### src/rtl/fsm_ctrl_core.sv
// Four-state Moore job sequencer (IDLE/RUN/DONE/FAULT) with registered busy/valid/fault status.
// Optional RUN watchdog enabled by defining FSM_TIMEOUT_EN.
module fsm_ctrl_core #(
  parameter int unsigned TIMEOUT_CYCLES = 16
) (
  input  logic clk,
  input  logic reset,
  input  logic start,
  input  logic done,
  input  logic error,
  output logic busy,
  output logic valid,
  output logic fault
);

  typedef enum logic [1:0] {
    IDLE  = 2'b00,
    RUN   = 2'b01,
    DONE  = 2'b10,
    FAULT = 2'b11
  } state_t;

  localparam logic [15:0] TO_LAST = 16'(TIMEOUT_CYCLES - 1);

  state_t      state_q, state_d;
  logic        busy_q, valid_q, fault_q;
  logic        timeout_hit;

`ifdef FSM_TIMEOUT_EN
  logic [15:0] cnt_q, cnt_d;

  assign timeout_hit = (cnt_q == TO_LAST);

  // Counter holds zero outside RUN, so RUN entry always starts from zero.
  always_comb begin
    cnt_d = 16'd0;
    if (state_q == RUN && state_d == RUN) begin
      cnt_d = cnt_q + 16'd1;
    end
  end

  always_ff @(posedge clk or negedge reset) begin
    if (!reset) begin
      cnt_q <= 16'd0;
    end else begin
      cnt_q <= cnt_d;
    end
  end
`else
  logic unused_timeout;

  assign timeout_hit    = 1'b0;
  assign unused_timeout = ^TO_LAST;
`endif

  always_comb begin
    state_d = state_q;
    unique case (state_q)
      IDLE: begin
        if (error)      state_d = FAULT;
        else if (start) state_d = RUN;
      end
      RUN: begin
        if (error)            state_d = FAULT;
        else if (done)        state_d = DONE;
        else if (timeout_hit) state_d = FAULT;
      end
      DONE: begin
        if (error) state_d = FAULT;
        else       state_d = IDLE;
      end
      FAULT: state_d = FAULT;
      default: state_d = IDLE;
    endcase
  end

  // Status flops track the next state so they always equal a decode of state_q.
  always_ff @(posedge clk or negedge reset) begin
    if (!reset) begin
      state_q <= IDLE;
      busy_q  <= 1'b0;
      valid_q <= 1'b0;
      fault_q <= 1'b0;
    end else begin
      state_q <= state_d;
      busy_q  <= (state_d == RUN);
      valid_q <= (state_d == DONE);
      fault_q <= (state_d == FAULT);
    end
  end

  assign busy  = busy_q;
  assign valid = valid_q;
  assign fault = fault_q;

endmodule

### config.mk
export PLATFORM = sky130hd
export DESIGN_NAME = fsm_ctrl_core
export DESIGN_NICKNAME = d
export VERILOG_FILES = /design/src/rtl/fsm_ctrl_core.sv
export SDC_FILE = /design/constraint.sdc
export NUM_CORES = 1
export LEC_CHECK = 0
export ABC_AREA = 1
export CAP_MARGIN = 30
export CELL_PAD_IN_SITES_DETAIL_PLACEMENT = 1
export CELL_PAD_IN_SITES_GLOBAL_PLACEMENT = 2
export CORE_AREA = 4 4 41 43
export CTS_BUF_LIST = sky130_fd_sc_hd__clkbuf_4 sky130_fd_sc_hd__clkbuf_8
export DETAILED_ROUTE_END_ITERATION = 16
export DIE_AREA = 0 0 45 47
export PLACE_DENSITY = 0.55
export SYNTH_ARGS = -nofsm -noshare
export SYNTH_HDL_FRONTEND = slang
export SYNTH_SLANG_ARGS = --single-unit
### constraint.sdc
create_clock -name clk -period 1.7 [get_ports clk]
set_clock_uncertainty 0.15 [all_clocks]
set_input_delay 0.255 -clock clk [delete_from_list [all_inputs] [get_ports clk]]
set_output_delay 0.255 -clock clk [all_outputs]
set_load 0.01 [all_outputs]
==> impl_results.md <==
- Status: completed
- Mapped Area: 203 um2
- TritonCTS Sinks: 5
- Worst-path clk slew: 0.04 ns
- Most frequent cells in the layout: clkdlybuf4s50_1 (7), dfrtp_1 (5), clkbuf_4 (4)
- Setup Buffers After CTS: 0
- Final TNS setup: 0 ns
- Io pins: 8
- Yosys Warn Count: 0
- Fin Hold WS: a little over 0.09 ns
- Sequential-to-total area share from yosys stat: 61.7%
- Synth top area cells: dfrtp_1 (62%), nand2_2 (9.3%), inv_1 (5.6%)
- Final min period: 1.49 ns
- Cts repair resizes: 0
- R2R Path End: state_q[0]$_DFF_PN0_
- # port buffers: 7
- Sw power: 0.0529 mW
- Clk Latency, worst-skew pair: 0.24 ns
- Crit path max fanout: 1
- TritonCTS clock tree: built
- Reg2Reg Depth: 4
- Delay of the slowest cell on the worst path: 0.53 ns
- Routed vias/inst: 3.80
- First-pass GRT wire length: 807 um
- Total gr overflow: 0
- Worst R2R Setup Slack: 0.71 ns
- Arr. time, crit path: roughly 1.1 ns
- Post-synth cell types: 10
- Sequential share of power: 41.8%
- Commonest non-fill, non-tap cell in the layout: clkdlybuf4s50_1
- Pin count of the biggest net entering global routing: 6
- Via count: 175
- Pwr Density: 888 nW/um2
- XOR/XNOR Fraction of Synth Area: 0%
- #FFs+latches synth: 5
- Synth Area in Compound Gates: 2.47%
- Multiplexer share of the synthesized area: 0%
- Synth Area per Inst: between 10 and 15 um2
- Area after DPL: 292 um2
- Largest family of logic cells by synthesized area: simple AND/OR/NAND/NOR gates
- Data required, critical path: 1.29 ns
- CTS root buffer: clkbuf_4
- Critical-path top delay cell: clkdlybuf4s50_1
- DRC: 0
- Leakage Power: 0.158 nW
- WP depth: 1
- RSZ-0062 raised after global routing: false
- Mapped Nets: 25
- Initial DRT Pass Iterations: 2
- Nature of the critical path endpoint: primary output
- Longest Clk Path Bufs: 2
- Synth Area in Simple Gates: 28.4%
- Total Nets Final: 37
- Post-CTS Hold Buffers: 0
- Die ar.: 2120 um2
- CP startpoint kind: flop
- Final period utilization: 87.4%
- Clock power frac: a little over half
- Critical path class: reg2out
- Internal power: 0.233 mW
- Synth top area share: 61.7%
- Number of global-route vias before repair: 188
- Layout area overhead: 58.6%
- Hold crit path type: in2async
- N_diodes: 0
- Synth area leader: dfrtp_1
- Die H: about 47 um
- Post-Route WL: ~420 um
- Placement Rows: 13
- Placer Congestion: 0.710
- Buffer and inverter count on the worst path: 1
- Post-DP HPWL: ~350 um
- Initial antenna violation count: 0
- Crit path cell chain: clkdlybuf4s50_1
- DP Cell Count: between 40 and 50
- Starting density of the core: 15.6%
- # H-tree levels: 1
- Sw frac: 18.5%
- Cells after synthesis: 20
- Gr usage total: ~6%
- Slew Viols, Final: 0
- Layout cells sized above 1: 32.3%
- Peak supply drop: 0.265 mV
- Worst slew pin tran: 0.237 ns
- Total power: 0.286 mW
- Placeable Area: roughly 1300 um2
- TritonCTS Buffers: 3
- Setup violators final: 0
- Slew Limit Headroom: 84.2%
- Top Family by Delay on Critical Path: buffers and inverters
- Max cap viols: 0
- Final hold viol count: 0
- Combinational share of power: 5.1%
- DRT antenna net count: 0
- WL/cell: 9.04 um
- Fmax: a little under 700 MHz
- Critical R2R Launch: state_q[1]$_DFF_PN0_
- Cell Count, Final, Fillers Out: 46
- Design Area, Final: around 320 um2
- Post-synthesis adder-cell area fraction: 0%
- Starting DRT DRC Count: 1
- Die width: 45 um
state kept, by name, indices dropped and copies added (netlist names):
name / flops
state_q: 2
busy: 1
fault: 1
valid: 1
logic make-up (layout without fill, tap and decap cells):
family	count (synthesis)	after routing
flip-flops	5	5
AND/OR/NAND/NOR	10	10
buffers and inverters	4	15
AO/OA/AOI/OAI	1	1
synth_stat cells:
master,n
inv_2,1
o21ai_0,1
nand3_1,1
nor2_2,1
nand4_1,1
dfrtp_1,5
inv_1,3
nand3_2,1
nand2_2,3
nand2_1,3
layout make-up:
class	instances	area, um2
fillers	157	980
flip-flops and latches	5	125
repair buffers	7	70.1
multi-input cells	11	62.6
clock buffers	4	30.0
well taps	15	18.8
inverters	4	15.0
per-layer routing:
| layer | global-route usage (%) | routed length [um] | vias up |
|---|---|---|---|
| li1 | - | - | 82 |
| met1 | 6.94 | 179 | 83 |
| met2 | 6.50 | 168 | 8 |
| met3 | 4.60 | 61 | 2 |
| met4 | 5.26 | 6 | 0 |
| met5 | 0 | 0 | - |
stage by stage:
stage          util, %  setup slack, ns
2_1_floorplan        -            0.790
3_3_place_gp      22.4            0.435
3_5_place_dp      22.4            0.424
4_1_cts           24.7            0.189
5_1_grt           24.7            0.160
6_report          24.7            0.213
power by group through the flow:
stage | combinational (mW) | clock, mW | sequential (mW)
after global routing | 0.0161 | 0.173 | 0.119
after floorplan | 0.00230 | 0 | 0.121
final | 0.0145 | 0.152 | 0.119
after detailed placement | 0.0146 | 0 | 0.121
after CTS | 0.0147 | 0.160 | 0.119
after global placement | 0.0146 | 0 | 0.121
worst max-delay path by stage:
stage | end | startpoint
after detailed placement | state_q[0]$_DFF_PN0_ | done
after CTS | busy | busy$_DFF_PN0_
after global routing | busy | busy$_DFF_PN0_
after floorplan | state_q[0]$_DFF_PN0_ | state_q[1]$_DFF_PN0_
final | busy | busy$_DFF_PN0_
after global placement | state_q[0]$_DFF_PN0_ | done
(Power assumes the default switching activity.)
